File: src/rtl/rc_sram_ctrl_pkg.sv
// Shared types and constants for the ISU-side data-SRAM access controller.
package rc_sram_ctrl_pkg;

  typedef struct packed {
    int unsigned setWidth;
    int unsigned wayIndexWidth;
    int unsigned wbufWidth;
    int unsigned robWidth;
  } mpc_cfg_t;

  localparam mpc_cfg_t DEFAULT_CFG = '{setWidth: 6, wayIndexWidth: 2, wbufWidth: 3, robWidth: 5};

  localparam logic [2:0] CACHE_OP_LOAD         = 3'd0;
  localparam logic [2:0] CACHE_OP_STORE        = 3'd1;
  localparam logic [2:0] CACHE_OP_LOAD_REFILL  = 3'd2;
  localparam logic [2:0] CACHE_OP_STORE_REFILL = 3'd3;

  localparam logic [2:0] RC_IDLE    = 3'd0;
  localparam logic [2:0] RC_SRAM_RD = 3'd1;
  localparam logic [2:0] RC_RD_CAP  = 3'd2;
  localparam logic [2:0] RC_WBUF_RD = 3'd3;
  localparam logic [2:0] RC_SRAM_WR = 3'd4;
  localparam logic [2:0] RC_RESP    = 3'd5;

  localparam int unsigned RC_LINE_BYTES = 16;
  localparam int unsigned RC_LINE_BITS  = RC_LINE_BYTES * 8;

  function automatic logic cache_op_legal(input logic [2:0] op);
    return (op == CACHE_OP_LOAD) || (op == CACHE_OP_STORE) ||
           (op == CACHE_OP_LOAD_REFILL) || (op == CACHE_OP_STORE_REFILL);
  endfunction

endpackage

File: src/rtl/rc_sram_ctrl_if.sv
// Request (d_rc) and response handshakes between the issue stage and the SRAM controller.
interface rc_sram_ctrl_if
  import rc_sram_ctrl_pkg::*;
#(
  parameter mpc_cfg_t Cfg = DEFAULT_CFG
) ();

  logic                         d_rc_valid;
  logic                         d_rc_ready;
  logic [2:0]                   d_rc_channel_1hot_id;
  logic [Cfg.robWidth-1:0]      d_rc_rob_id;
  logic [2:0]                   d_rc_op;
  logic [Cfg.setWidth-1:0]      d_rc_set;
  logic [Cfg.wayIndexWidth-1:0] d_rc_way;
  logic [Cfg.wbufWidth-1:0]     d_rc_wbuf_id;
  logic [RC_LINE_BITS-1:0]      d_rc_refill_data;

  logic                         resp_valid;
  logic                         resp_ready;
  logic [2:0]                   resp_channel_1hot_id;
  logic [Cfg.robWidth-1:0]      resp_rob_id;
  logic [2:0]                   resp_op;
  logic [RC_LINE_BITS-1:0]      resp_data;

  modport master (
    output d_rc_valid, d_rc_channel_1hot_id, d_rc_rob_id, d_rc_op, d_rc_set, d_rc_way,
           d_rc_wbuf_id, d_rc_refill_data, resp_ready,
    input  d_rc_ready, resp_valid, resp_channel_1hot_id, resp_rob_id, resp_op, resp_data
  );

  modport slave (
    input  d_rc_valid, d_rc_channel_1hot_id, d_rc_rob_id, d_rc_op, d_rc_set, d_rc_way,
           d_rc_wbuf_id, d_rc_refill_data, resp_ready,
    output d_rc_ready, resp_valid, resp_channel_1hot_id, resp_rob_id, resp_op, resp_data
  );

endinterface

File: src/rtl/rc_sram_ctrl_byte_merge.sv
// Byte-masked line merge: write-buffer bytes override refill bytes where be is set.
module rc_byte_merge
  import rc_sram_ctrl_pkg::*;
(
  input  logic [RC_LINE_BITS-1:0]  wbuf_data,
  input  logic [RC_LINE_BYTES-1:0] be,
  input  logic [RC_LINE_BITS-1:0]  refill_data,
  output logic [RC_LINE_BITS-1:0]  merged
);

  always_comb begin
    merged = refill_data;
    for (int unsigned i = 0; i < RC_LINE_BYTES; i++) begin
      if (be[i]) merged[i*8 +: 8] = wbuf_data[i*8 +: 8];
    end
  end

endmodule

File: src/rtl/rc_sram_ctrl.sv
// Data-SRAM access sequencer: one request at a time for loads, stores and line refills.
module rc_sram_ctrl
  import rc_sram_ctrl_pkg::*;
#(
  parameter mpc_cfg_t Cfg = DEFAULT_CFG
) (
  input  logic                                          clk,
  input  logic                                          rst,
  rc_sram_ctrl_if.slave                                 bus,
  output logic                                          wbuf_rd_valid,
  output logic [Cfg.wbufWidth-1:0]                      wbuf_rd_id,
  input  logic [RC_LINE_BITS-1:0]                       wbuf_rd_data,
  input  logic [RC_LINE_BYTES-1:0]                      wbuf_rd_be,
  output logic                                          wbuf_free_valid,
  output logic [Cfg.wbufWidth-1:0]                      wbuf_free_id,
  output logic                                          sram_ce,
  output logic                                          sram_we,
  output logic [Cfg.wayIndexWidth+Cfg.setWidth-1:0]     sram_addr,
  output logic [RC_LINE_BITS-1:0]                       sram_wdata,
  output logic [RC_LINE_BYTES-1:0]                      sram_be,
  input  logic [RC_LINE_BITS-1:0]                       sram_rdata,
  output logic                                          illegal_op
);

  logic [2:0]                   state, state_nxt;
  logic [2:0]                   op_q, chan_q;
  logic [Cfg.robWidth-1:0]      rob_q;
  logic [Cfg.setWidth-1:0]      set_q;
  logic [Cfg.wayIndexWidth-1:0] way_q;
  logic [Cfg.wbufWidth-1:0]     wbuf_q;
  logic [RC_LINE_BITS-1:0]      refill_q, resp_data_q, merged;
  logic                         illegal_q, accept, op_is_store;

  assign accept      = bus.d_rc_valid && (state == RC_IDLE);
  assign op_is_store = (op_q == CACHE_OP_STORE) || (op_q == CACHE_OP_STORE_REFILL);

  rc_byte_merge u_merge (
    .wbuf_data   (wbuf_rd_data),
    .be          (wbuf_rd_be),
    .refill_data (refill_q),
    .merged      (merged)
  );

  always_comb begin
    state_nxt = state;
    case (state)
      RC_IDLE: begin
        if (accept) begin
          case (bus.d_rc_op)
            CACHE_OP_LOAD:         state_nxt = RC_SRAM_RD;
            CACHE_OP_STORE,
            CACHE_OP_STORE_REFILL: state_nxt = RC_WBUF_RD;
            CACHE_OP_LOAD_REFILL:  state_nxt = RC_SRAM_WR;
            default:               state_nxt = RC_IDLE;
          endcase
        end
      end
      RC_SRAM_RD: state_nxt = RC_RD_CAP;
      RC_RD_CAP:  state_nxt = RC_RESP;
      RC_WBUF_RD: state_nxt = RC_SRAM_WR;
      RC_SRAM_WR: state_nxt = RC_RESP;
      RC_RESP:    if (bus.resp_ready) state_nxt = RC_IDLE;
      default:    state_nxt = RC_IDLE;
    endcase
  end

  always_ff @(posedge clk or posedge rst) begin
    if (rst) begin
      state       <= RC_IDLE;
      op_q        <= '0;
      chan_q      <= '0;
      rob_q       <= '0;
      set_q       <= '0;
      way_q       <= '0;
      wbuf_q      <= '0;
      refill_q    <= '0;
      resp_data_q <= '0;
      illegal_q   <= 1'b0;
    end else begin
      state <= state_nxt;
      if (accept) begin
        op_q     <= bus.d_rc_op;
        chan_q   <= bus.d_rc_channel_1hot_id;
        rob_q    <= bus.d_rc_rob_id;
        set_q    <= bus.d_rc_set;
        way_q    <= bus.d_rc_way;
        wbuf_q   <= bus.d_rc_wbuf_id;
        refill_q <= bus.d_rc_refill_data;
        if (!cache_op_legal(bus.d_rc_op)) illegal_q <= 1'b1;
      end
      if (state == RC_RD_CAP) resp_data_q <= sram_rdata;
      if (state == RC_SRAM_WR) resp_data_q <= (op_q == CACHE_OP_LOAD_REFILL) ? refill_q : '0;
    end
  end

  // Write data comes straight from the wbuf return path in SRAM_WR so the write never precedes its data.
  always_comb begin
    sram_ce         = 1'b0;
    sram_we         = 1'b0;
    sram_addr       = '0;
    sram_wdata      = '0;
    sram_be         = '0;
    wbuf_free_valid = 1'b0;
    wbuf_free_id    = '0;
    if (state == RC_SRAM_RD) begin
      sram_ce   = 1'b1;
      sram_addr = {way_q, set_q};
    end
    if (state == RC_SRAM_WR) begin
      sram_ce   = 1'b1;
      sram_we   = 1'b1;
      sram_addr = {way_q, set_q};
      sram_be   = '1;
      case (op_q)
        CACHE_OP_STORE: begin
          sram_wdata = wbuf_rd_data;
          sram_be    = wbuf_rd_be;
        end
        CACHE_OP_STORE_REFILL: sram_wdata = merged;
        default:               sram_wdata = refill_q;
      endcase
      if (op_is_store) begin
        wbuf_free_valid = 1'b1;
        wbuf_free_id    = wbuf_q;
      end
    end
  end

  assign wbuf_rd_valid            = (state == RC_WBUF_RD);
  assign wbuf_rd_id               = (state == RC_WBUF_RD) ? wbuf_q : '0;
  assign bus.d_rc_ready           = (state == RC_IDLE);
  assign bus.resp_valid           = (state == RC_RESP);
  assign bus.resp_channel_1hot_id = chan_q;
  assign bus.resp_rob_id          = rob_q;
  assign bus.resp_op              = op_q;
  assign bus.resp_data            = resp_data_q;
  assign illegal_op               = illegal_q;

endmodule

File: src/flat_wrapper.sv
// flat-port wrapper written by rule: the top's interface ports become plain ports
module rc_sram_ctrl_flat import rc_sram_ctrl_pkg::*;
#(
  parameter mpc_cfg_t Cfg = DEFAULT_CFG
)
  (clk, rst, wbuf_rd_valid, wbuf_rd_id, wbuf_rd_data, wbuf_rd_be, wbuf_free_valid, wbuf_free_id, sram_ce, sram_we, sram_addr, sram_wdata, sram_be, sram_rdata, illegal_op, bus_d_rc_valid, bus_d_rc_channel_1hot_id, bus_d_rc_rob_id, bus_d_rc_op, bus_d_rc_set, bus_d_rc_way, bus_d_rc_wbuf_id, bus_d_rc_refill_data, bus_resp_ready, bus_d_rc_ready, bus_resp_valid, bus_resp_channel_1hot_id, bus_resp_rob_id, bus_resp_op, bus_resp_data);
  rc_sram_ctrl_if #(.Cfg(Cfg)) bus_i ();
  input  logic clk;
  input  logic rst;
  output logic wbuf_rd_valid;
  output logic [Cfg.wbufWidth-1:0] wbuf_rd_id;
  input  logic [RC_LINE_BITS-1:0] wbuf_rd_data;
  input  logic [RC_LINE_BYTES-1:0] wbuf_rd_be;
  output logic wbuf_free_valid;
  output logic [Cfg.wbufWidth-1:0] wbuf_free_id;
  output logic sram_ce;
  output logic sram_we;
  output logic [Cfg.wayIndexWidth+Cfg.setWidth-1:0] sram_addr;
  output logic [RC_LINE_BITS-1:0] sram_wdata;
  output logic [RC_LINE_BYTES-1:0] sram_be;
  input  logic [RC_LINE_BITS-1:0] sram_rdata;
  output logic illegal_op;
  input wire logic [$bits(bus_i.d_rc_valid)-1:0] bus_d_rc_valid;
  input wire logic [$bits(bus_i.d_rc_channel_1hot_id)-1:0] bus_d_rc_channel_1hot_id;
  input wire logic [$bits(bus_i.d_rc_rob_id)-1:0] bus_d_rc_rob_id;
  input wire logic [$bits(bus_i.d_rc_op)-1:0] bus_d_rc_op;
  input wire logic [$bits(bus_i.d_rc_set)-1:0] bus_d_rc_set;
  input wire logic [$bits(bus_i.d_rc_way)-1:0] bus_d_rc_way;
  input wire logic [$bits(bus_i.d_rc_wbuf_id)-1:0] bus_d_rc_wbuf_id;
  input wire logic [$bits(bus_i.d_rc_refill_data)-1:0] bus_d_rc_refill_data;
  input wire logic [$bits(bus_i.resp_ready)-1:0] bus_resp_ready;
  output wire logic [$bits(bus_i.d_rc_ready)-1:0] bus_d_rc_ready;
  output wire logic [$bits(bus_i.resp_valid)-1:0] bus_resp_valid;
  output wire logic [$bits(bus_i.resp_channel_1hot_id)-1:0] bus_resp_channel_1hot_id;
  output wire logic [$bits(bus_i.resp_rob_id)-1:0] bus_resp_rob_id;
  output wire logic [$bits(bus_i.resp_op)-1:0] bus_resp_op;
  output wire logic [$bits(bus_i.resp_data)-1:0] bus_resp_data;
  assign bus_i.d_rc_valid = bus_d_rc_valid;
  assign bus_i.d_rc_channel_1hot_id = bus_d_rc_channel_1hot_id;
  assign bus_i.d_rc_rob_id = bus_d_rc_rob_id;
  assign bus_i.d_rc_op = bus_d_rc_op;
  assign bus_i.d_rc_set = bus_d_rc_set;
  assign bus_i.d_rc_way = bus_d_rc_way;
  assign bus_i.d_rc_wbuf_id = bus_d_rc_wbuf_id;
  assign bus_i.d_rc_refill_data = bus_d_rc_refill_data;
  assign bus_i.resp_ready = bus_resp_ready;
  assign bus_d_rc_ready = bus_i.d_rc_ready;
  assign bus_resp_valid = bus_i.resp_valid;
  assign bus_resp_channel_1hot_id = bus_i.resp_channel_1hot_id;
  assign bus_resp_rob_id = bus_i.resp_rob_id;
  assign bus_resp_op = bus_i.resp_op;
  assign bus_resp_data = bus_i.resp_data;
  rc_sram_ctrl #(.Cfg(Cfg)) u_core (.clk(clk), .rst(rst), .bus(bus_i), .wbuf_rd_valid(wbuf_rd_valid), .wbuf_rd_id(wbuf_rd_id), .wbuf_rd_data(wbuf_rd_data), .wbuf_rd_be(wbuf_rd_be), .wbuf_free_valid(wbuf_free_valid), .wbuf_free_id(wbuf_free_id), .sram_ce(sram_ce), .sram_we(sram_we), .sram_addr(sram_addr), .sram_wdata(sram_wdata), .sram_be(sram_be), .sram_rdata(sram_rdata), .illegal_op(illegal_op));
endmodule
File: config.mk
export PLATFORM = sky130hd
export DESIGN_NAME = rc_sram_ctrl_flat
export DESIGN_NICKNAME = d
export VERILOG_FILES = /design/src/rtl/rc_sram_ctrl_pkg.sv /design/src/rtl/rc_sram_ctrl_if.sv /design/src/rtl/rc_sram_ctrl_byte_merge.sv /design/src/rtl/rc_sram_ctrl.sv /design/src/flat_wrapper.sv
export SDC_FILE = /design/constraint.sdc
export NUM_CORES = 1
export LEC_CHECK = 0
export BUFFER_PORTS_ARGS = -buffer_cell sky130_fd_sc_hd__buf_2
export CAP_MARGIN = 10
export CORE_AREA = 5 5 280 282
export DETAILED_ROUTE_END_ITERATION = 16
export DIE_AREA = 0 0 285 287
export SYNTH_ARGS = -nofsm -noshare
export SYNTH_HDL_FRONTEND = slang
export SYNTH_SLANG_ARGS = --single-unit
export TNS_END_PERCENT = 50
File: constraint.sdc
create_clock -name clk -period 10.2 [get_ports clk]
set_input_delay 1.02 -clock clk [delete_from_list [all_inputs] [get_ports clk]]
set_output_delay 1.02 -clock clk [all_outputs]
set_load 0.02 [all_outputs]
---- After elaboration in Yosys (flattened, before gate mapping) ----
Cells that the tools add are included.
word-level totals
  flip-flop bits (word level) ............. 282
  bits of input ports ..................... 426
  output and inout bits ................... 304
  word-level logic and storage cells ...... 73
operators by class
  equality and inequality tests ........... 13
  muxes and demuxes ....................... 37
  bitwise operators ....................... 1
  reduce and logical (&&, ||, !) cells .... 12
operators by type and width
  kind                  count
  $mux W128             4
  $pmux W128 S2         1
  $mux W8               18
  $mux W16              2
  $eq A3 B2 Y1 const B  6
  $mux W3               5
  $pmux W3 S5           1
  $eq A3 B1 Y1 const B  3
  $pmux W3 S3           1
  $eq A3 B3 Y1 const B  2
  $logic_not A3 Y1      2
  $mux W1               5
  $logic_or A1 B1 Y1    4
  $reduce_and A2 Y1     2
  $reduce_or A2 Y1      2
  $ne A2 B1 Y1 const B  1
  $ne A2 B2 Y1 const B  1
  $reduce_bool A2 Y1    1
  $logic_and A1 B1 Y1   1
  $not A1 Y1            1

---- Depth between registers and ports, before layout ----
Gate-level depths: netlist of the first run.
  depth after elaboration ................. 6
  mapped depth ............................ 8
  depth with buffers taken out ............ 5

---- Cells and area by module ----
Synthesis of the first run repeated with hierarchy kept, for this count alone.
second synthesis, totals
  cells, all modules ...................... 1,696
  area total of the unflattened synthesis .. 18,272.5 sq um
by module, submodules not included
  module         instances  cells each  area each (sq um)  seq. area each (sq um)
  rc_sram_ctrl   1          1,552       16,651.0           7,056.8
  rc_byte_merge  1          144         1,621.6            0.0

---- Worst setup path after synthesis of the first run ----
OpenSTA, ideal clock, no wires.
  path kind ............................... reg2out
  from .................................... reg u_core.op_q[1], in the netlist u_core.bus.resp_op[1]
  to ...................................... out sram_wdata[100]
  arrival ................................. 1.789 ns
  required time ........................... 9.180 ns
  slack ................................... 7.391 ns
  cell stages (with the launch flop) ...... 6
  buffers on the path ..................... 2
  path through ............................ dfrtp_1 > clkbuf_1 > clkbuf_1 > nor2b_1 > o21ai_0 > a21oi_1
between the ends
  longest elaborated chain between the ends .. 3
ends and longest elaborated chain
  item                                                 RTL line             source
  from (decl)                                          rc_sram_ctrl.sv:26   logic [2:0] op_q, chan_q;
  from (signal assigned)                               rc_sram_ctrl.sv:82   op_q <= bus.d_rc_op;
  $eq A3 B2 Y1 / $eq A3 B1 Y1 (equally long branches)  rc_sram_ctrl.sv:114  case (op_q)
  $pmux W128 S2 *                                      rc_sram_ctrl.sv:114
  $mux W128 *                                          rc_sram_ctrl.sv:109  if (state == RC_SRAM_WR) begin
  to (decl)                                            flat_wrapper.sv:19   output logic [RC_LINE_BITS-1:0] sram_wdata;
Every way passes the cells marked *; elsewhere a longest branch is shown, timed or not.

---- Worst setup path in the final report of the first run ----
  from .................................... reg u_core.state[1]
  to ...................................... out sram_be[3]
between the ends
  longest elaborated chain between the ends .. 2
ends and longest elaborated chain
  item                    RTL line             source
  from (decl)             rc_sram_ctrl.sv:25   logic [2:0] state, state_nxt;
  from (signal assigned)  rc_sram_ctrl.sv:80   state <= state_nxt;
  $eq A3 B3 Y1            rc_sram_ctrl.sv:109
  $mux W16                rc_sram_ctrl.sv:109
  to (decl)               flat_wrapper.sv:20   output logic [RC_LINE_BYTES-1:0] sram_be;
Every way passes these cells.

==> out/qor.txt, run 1 <==
status: completed
Critical-path top delay cell: nand2b_4
clk root buf: clkbuf_16
Pre-antenna DRT Iters: 5
IO Pins: 730
Crit path largest cell delay: 0.72 ns
Hold Crit Start: u_core.illegal_op
Tcrit/Tclk final: 50.1%
placed cell areas: 0.0191 mm2
CP endpoint kind: output port
wire length per cell: 22.1 um
Layout Cell Area excl Fill: 0.0203 mm2
clock slew at reported path FFs: 0.06 ns
Hold Fails Final Rpt: 0
GRT overflow: 0
mapped cell area: 0.0147 mm2
CP Max Fanout: 71
RSZ-0062 raised after global routing: no
worst vdd ir: 0.000188 V
DRC viols: 0
critical path type: reg2out
top cells by count, synth: 282 x dfrtp_1, 278 x mux2_2, 131 x a21oi_1
ys flop type: dfrtp_1
Reg2Reg Setup Slack: 6.33 ns
post-synthesis cell type count: 28
CTS Sinks: 282
Die Wd: 285 um
Layout Nets: 2,378
Post-CTS Resized: 0
first-pass GRT wire length: 94,400 um
Gate Count Post-Synth: 1,310
Cell Pwr Density: 367 mW/mm2
number of port buffers: 729
H-tree depth: 2
full die area: 0.0818 mm2
vias in the first global route: 14,400
Post-Place Setup Slack: 5.49 ns
largest net degree at the start of global routing: 100
element type at the critical path start: flip-flop
Antenna Nets Post-Route: 0
initial antenna violation count: 14
YS warnings: 0
hold_buf cts: 0
Starting Density: 19.5%
vias per inst: 4.77
maximum capacitance violations: 0
post-CTS setup buffers: 0
fmax: 196 MHz
biggest area consumer among synthesized cells: dfrtp_1
Total GRT Usage: 15.0%
most numerous cell on the critical path: nand2b_4
Die Y-Extent: 287 um
worst path required time: 9.18 ns
setup_tns: 0 ns
reg-to-reg endpoint: u_core.bus.resp_data[64]
HPWL after DPL: 49,100 um
minimum clock period: 5.11 ns
sequential area share after synthesis: 47.9%
crit-path cells: nand2b_4 -> nand2b_4 -> inv_4 -> buf_4 -> o21a_1 -> buf_2
Async SR Flop Fraction: 100%
clk_skew: 0.00860 ns
Hold Path Cell Cnt: 1
Seq pwr share: 28.0%
EDFF count, synth: 0
clock insertion delay at the later pin of the skew report: 0.53 ns
top cells by area, synth: dfrtp_1 48%, mux2_2 21%, a32o_1 8.7%
Net Count, Synth: 1,736
deepest clock path buffer count: 3
share of total power in the clock network: 17.5%
Static Leak: 0.00943 uW
Area Overhead vs Synth: 37.8%
ratio of cells with drive above 1 in the final layout: 55.2%
final slew viol count: 0
Core ar.: 0.0754 mm2
relative slew slack: 33.0%
Int Power: 4010 uW
combinational share of power: 54.5%
top-count cell post-synth: dfrtp_1
pin slew with the least headroom to its limit: 1.00 ns
Mean Syn Cell Area: 11.2 um2
Yosys top cell area share: 47.9%
Top delay family on crit path: buffers and inverters
Final Setup Violations: 0
Via Count: 14,200
hold_ws: 0.457 ns
FF+latch count, synth: 282
final setup margin: 5.09 ns
initial DRC count: 932
Reg2Reg Depth: 6
CP bufs+invs: 3
R2R Path Start: u_core.state[1]
Sw Pwr: 3440 uW
worst hold path type: reg2reg
Arr. time, crit path: 4.09 ns
Hold Path End: u_core.illegal_op
# rows: 101
TritonCTS buffer count: 35
sw frac: 46.2%
GP Congestion: 0.986
TritonCTS clock tree: done
WL final: 65,500 um
flip-flops by register name, indices dropped and copies added (netlist names):
signal	cells
u_core.bus.resp_channel_1hot_id	3
u_core.bus.resp_data	128
u_core.bus.resp_op	3
u_core.bus.resp_rob_id	5
u_core.illegal_op	1
u_core.refill_q	128
u_core.set_q	6
u_core.state	3
u_core.way_q	2
u_core.wbuf_q	3
stage by stage:
step,utilization [%],std cells,power (uW)
6_report,26.9,2967,7450
5_1_grt,26.9,2963,7890
3_3_place_gp,25.3,2893,6140
4_1_cts,26.8,2955,7530
3_5_place_dp,25.3,2893,6180
2_1_floorplan,-,1310,4760
power by group through the flow:
stage	sequential [uW]	clock [uW]	combinational, uW
3_3_place_gp	2090	0	4060
2_1_floorplan	2240	0	2520
4_1_cts	2090	1360	4090
3_5_place_dp	2100	0	4070
5_1_grt	2160	1400	4330
6_report	2090	1300	4060
worst max-delay path by stage:
stage	start	end	slack [ns]	depth (start not counted)
2_1_floorplan	rst	u_core.bus.resp_channel_1hot_id[0]	1.40	1
3_3_place_gp	u_core.state[1]	wbuf_free_id[2]	5.56	6
3_5_place_dp	u_core.state[1]	wbuf_free_id[2]	5.49	6
4_1_cts	u_core.state[1]	wbuf_free_id[2]	4.87	6
5_1_grt	u_core.state[2]	wbuf_free_id[2]	4.72	6
6_report	u_core.state[1]	sram_be[3]	5.09	6
cells by family (layout without fill, tap and decap cells):
| logic type | Yosys count | count (layout) | synth area share, % |
|---|---|---|---|
| muxes | 278 | 278 | 21.3 |
| buffers and inverters | 147 | 814 | 5.08 |
| AOI/OAI and AO/OA | 407 | 407 | 18.5 |
| and+or+nand+nor | 195 | 195 | 7.16 |
| other | 0 | 12 | 0 |
| xor gates and xnor gates | 1 | 1 | 0.0595 |
| DFF | 282 | 282 | 47.9 |
cell usage in the layout (no fill, tap or decap), drive strengths merged:
cell,synthesis,layout
nand4,1,1
buf,78,747
and2,12,12
nand2b,22,22
clkinvlp,0,2
a32o,128,128
o21a,16,16
o21ai,130,130
nor3b,1,1
nand3,128,128
a21oi,131,131
clkbuf,64,50
a31oi,1,1
xnor2,1,1
a21o,1,1
inv,5,5
clkinv,0,6
bufinv,0,4
dfrtp,282,282
nor2b,18,18
diode,0,12
mux2,278,278
and3,5,5
nand2,1,1
nor2,5,5
nor3,2,2
metal layers:
metal  track usage (%)  share of wire [%]  up-vias
met3              4.20                8.7      157
met2              25.0                 48      704
met1              18.1                 38     7040
met4              6.69                4.5        6
li1                  -                  -     6250
met5                 0              0.070        -
cell type report:
type	count	area, um2
inverters	5	28.8
well taps	978	1220
multi-input cells	881	6960
repair buffers	747	3780
flip-flops and latches	282	7060
diodes	12	30.0
fillers	8038	55200
clock inverters	12	165
clock buffers	50	1030
(Power assumes the default switching activity.)
==> run 2, diff against run 1 <==
--- a/config.mk
+++ b/config.mk
@@ -5,11 +5,12 @@
 export SDC_FILE = /design/constraint.sdc
 export NUM_CORES = 1
 export LEC_CHECK = 0
+export ABC_AREA = 1
 export BUFFER_PORTS_ARGS = -buffer_cell sky130_fd_sc_hd__buf_2
 export CAP_MARGIN = 10
-export CORE_AREA = 5 5 280 282
+export CORE_AREA = 5 5 282 284
 export DETAILED_ROUTE_END_ITERATION = 16
-export DIE_AREA = 0 0 285 287
+export DIE_AREA = 0 0 287 289
 export SYNTH_ARGS = -nofsm -noshare
 export SYNTH_HDL_FRONTEND = slang
 export SYNTH_SLANG_ARGS = --single-unit
==> constraint.sdc (replaced) <==
create_clock -name clk -period 5.1 [get_ports clk]
set_input_delay 0.51 -clock clk [delete_from_list [all_inputs] [get_ports clk]]
set_output_delay 0.51 -clock clk [all_outputs]
set_load 0.02 [all_outputs]
==> run 2 against run 1 <==
Register-to-register slack worse by 3.8 ns. Largest power group unchanged. Clock power is 110% higher. Worst setup slack worse by 3.7 ns. Via count is 12% higher. Sequential power is 100% higher. Synthesized cell count is 42% higher. Final cell count is 21% higher.
==> out/qor.txt, run 2 <==
YS warnings: 0 (unchanged)
sequential area share after synthesis: 50.0% (+2.1 points)
Antenna Nets Post-Route: 0 (unchanged)
worst vdd ir: 0.000355 V (+89%)
final slew viol count: 0 (unchanged)
top cells by count, synth: 364 x o21ai_0, 300 x nor2_1, 284 x nand2_1
clock insertion delay at the later pin of the skew report: 0.53 ns (about the same)
IO Pins: 730 (unchanged)
Cell Pwr Density: 693 mW/mm2 (+89%)
Arr. time, crit path: 3.24 ns (-0.85 ns)
HPWL after DPL: 51,500 um (+4.9%)
CP endpoint kind: output port
Via Count: 15,900 (+12%)
initial antenna violation count: 10 (-4)
wire length per cell: 19.7 um (-11%)
Final Power: 13,800 uW (+85%)
GP Congestion: 0.972 (-1.4%)
number of port buffers: 729 (unchanged)
FILL cells: 8,611 (+7.1%)
FF+latch count, synth: 282 (unchanged)
CP Max Fanout: 119 (+68%)
Starting Density: 18.4% (-1.2 points)
Static Leak: 0.00985 uW (+4.5%)
Die Y-Extent: 289 um (+0.70%)
Final Setup Violations: 0 (unchanged)
commonest cells after routing, fill and taps aside: 729 x buf_2, 364 x o21ai_0, 299 x nor2_1, 283 x nand2_1, 281 x dfrtp_1
Final Non-Filler Cells: 3,587 (+21%)
full die area: 0.0829 mm2 (+1.4%)
Layout Nets: 2,937 (+24%)
Tcrit/Tclk final: 73.5%
critical path type: reg2out
worst path required time: 4.59 ns (-4.59 ns)
maximum capacitance violations: 0 (unchanged)
Yosys top cell area share: 50.0% (+2.1 points)
Inst Count DP: 3,512 (+21%)
relative slew slack: 31.6% (-1.5 points)
Async SR Flop Fraction: 100% (unchanged)
first-pass GRT wire length: 101,000 um (+6.8%)
element type at the critical path start: flip-flop
worst hold path type: in2async
Pre-antenna DRT Iters: 5 (unchanged)
TritonCTS buffer count: 37 (+5.7%)
vias in the first global route: 15,400 (+7.5%)
hold_buf cts: 0 (unchanged)
ratio of cells with drive above 1 in the final layout: 32.6% (-23 points)
Area Overhead vs Synth: 41.4%
minimum clock period: 3.75 ns
post-synthesis cell type count: 22 (-21%)
post-CTS setup buffers: 0 (unchanged)
GRT overflow: 0 (unchanged)
Die Wd: 287 um (+0.70%)
final setup margin: 1.35 ns (-3.74 ns)
deepest clock path buffer count: 3 (unchanged)
Hold Fails Final Rpt: 0 (unchanged)
setup_tns: 0 ns (unchanged)
largest net degree at the start of global routing: 152 (+52%)
RSZ-0062 raised after global routing: no
pin slew with the least headroom to its limit: 1.03 ns (+0.0222 ns)
ys flop type: dfrtp_1
clk root buf: clkbuf_16
initial DRC count: 1,043 (+12%)
H-tree depth: 2 (unchanged)
Post-Place Setup Slack: 1.81 ns (-3.68 ns)
most common cell after layout, fill and taps aside: buf_2
top-count cell post-synth: o21ai_0
vias per inst: 4.43 (-7.2%)
fmax: 267 MHz
Net Count, Synth: 2,280 (+31%)
Core ar.: 0.0768 mm2 (+1.8%)
Core Util, Final: 25.9% (-0.94 points)
TritonCTS clock tree: done
mapped cell area: 0.0141 mm2 (-4.2%)
Total GRT Usage: 15.9% (+0.88 points)
status: completed
CTS Sinks: 282 (unchanged)
top cells by area, synth: dfrtp_1 50%, o21ai_0 13%, nor2_1 8.0%
Mean Syn Cell Area: 7.61 um2 (-32%)
clock slew at reported path FFs: 0.06 ns (about the same)
Gate Count Post-Synth: 1,854 (+42%)
biggest area consumer among synthesized cells: dfrtp_1
WL final: 70,500 um (+7.7%)
# rows: 102 (+0.99%)
DRC viols: 0 (unchanged)
EDFF count, synth: 0 (unchanged)
clk_skew: 0.0116 ns (+0.00303 ns)
Post-CTS Resized: 0 (unchanged)
[run 2: changes by cell type after synthesis, moves of 24 or more]
cell,previous run,this run
nor2_1,5,300
a21oi_1,131,197
o21ai_0,130,364
a32o_1,128,0
mux2_2,278,0
buf_2,31,71
clkbuf_1,64,40
inv_1,4,103
nand2_1,1,284
o21ai_1,0,42
[run 2: through the flow]
| step | hold WS (ns) | cell area (um2) |
|---|---|---|
| after floorplan | 0.476 | 14100 |
| after global placement | 0.447 | 18700 |
| after detailed placement | 0.457 | 18700 |
| after CTS | 0.0397 | 19900 |
| after global routing | 0.0737 | 19900 |
| final | 0.0561 | 19900 |
[run 2: cell families (layout without fill, tap and decap cells)]
kind of cell	after synthesis	count (layout)	synth area share [%]
flops	282	282	50.0
simple gates	725	725	20.8
other cells	0	8	0
buf+inv	244	929	7.80
compound gates	603	603	21.4
[run 2: critical path, stage by stage (launching register included)]
cell and delay, ns:
dfrtp_1 0.45, nor2_4 0.22, nand2_8 0.26, inv_8 0.65, buf_4 0.39, o21ai_0 0.14, a21oi_1 0.21, buf_2 0.21
[run 2: layout make-up]
cell class | count | area (um2) | area share, %
timing repair buffer | 756 | 3930 | 19.7
sequential | 282 | 7060 | 35.4
multi-input combinational | 1328 | 5990 | 30.1
tap | 1040 | 1300 | 6.53
inverter | 106 | 410 | 2.06
clock inverter | 14 | 159 | 0.797
clock buffer | 53 | 1070 | 5.36
antenna | 8 | 20.0 | 0.100
[run 2: worst paths after layout]
check                                          start                       end  slack, ns  cells after the start
max                                  u_core.state[1]            sram_wdata[26]       1.35                      7
min                                              rst       u_core.refill_q[19]       0.06                      2
max reg2reg                          u_core.state[1]  u_core.bus.resp_data[42]       2.50                      7
min reg2reg                        u_core.illegal_op         u_core.illegal_op       0.46                      2
max in group asynchronous                        rst  u_core.bus.resp_data[90]       3.72                      3
min in group clk           bus_d_rc_refill_data[120]      u_core.refill_q[120]       0.17                      3
[run 2: routing by layer]
metal  part of all wire, %  global-route usage (%)  vias up
met3                   8.2                    3.67      110
met4                   3.1                    5.17        4
met5                 0.038                       0        -
li1                      -                       -     7461
met2                    47                    25.9      753
met1                    42                    20.9     7548
[run 2: power breakdown]
part,total [uW],internal (uW),switching [uW]
combinational,6920,1950,4960
clock,2670,1620,1060
sequential,4220,3380,837
total,13800,6950,6860
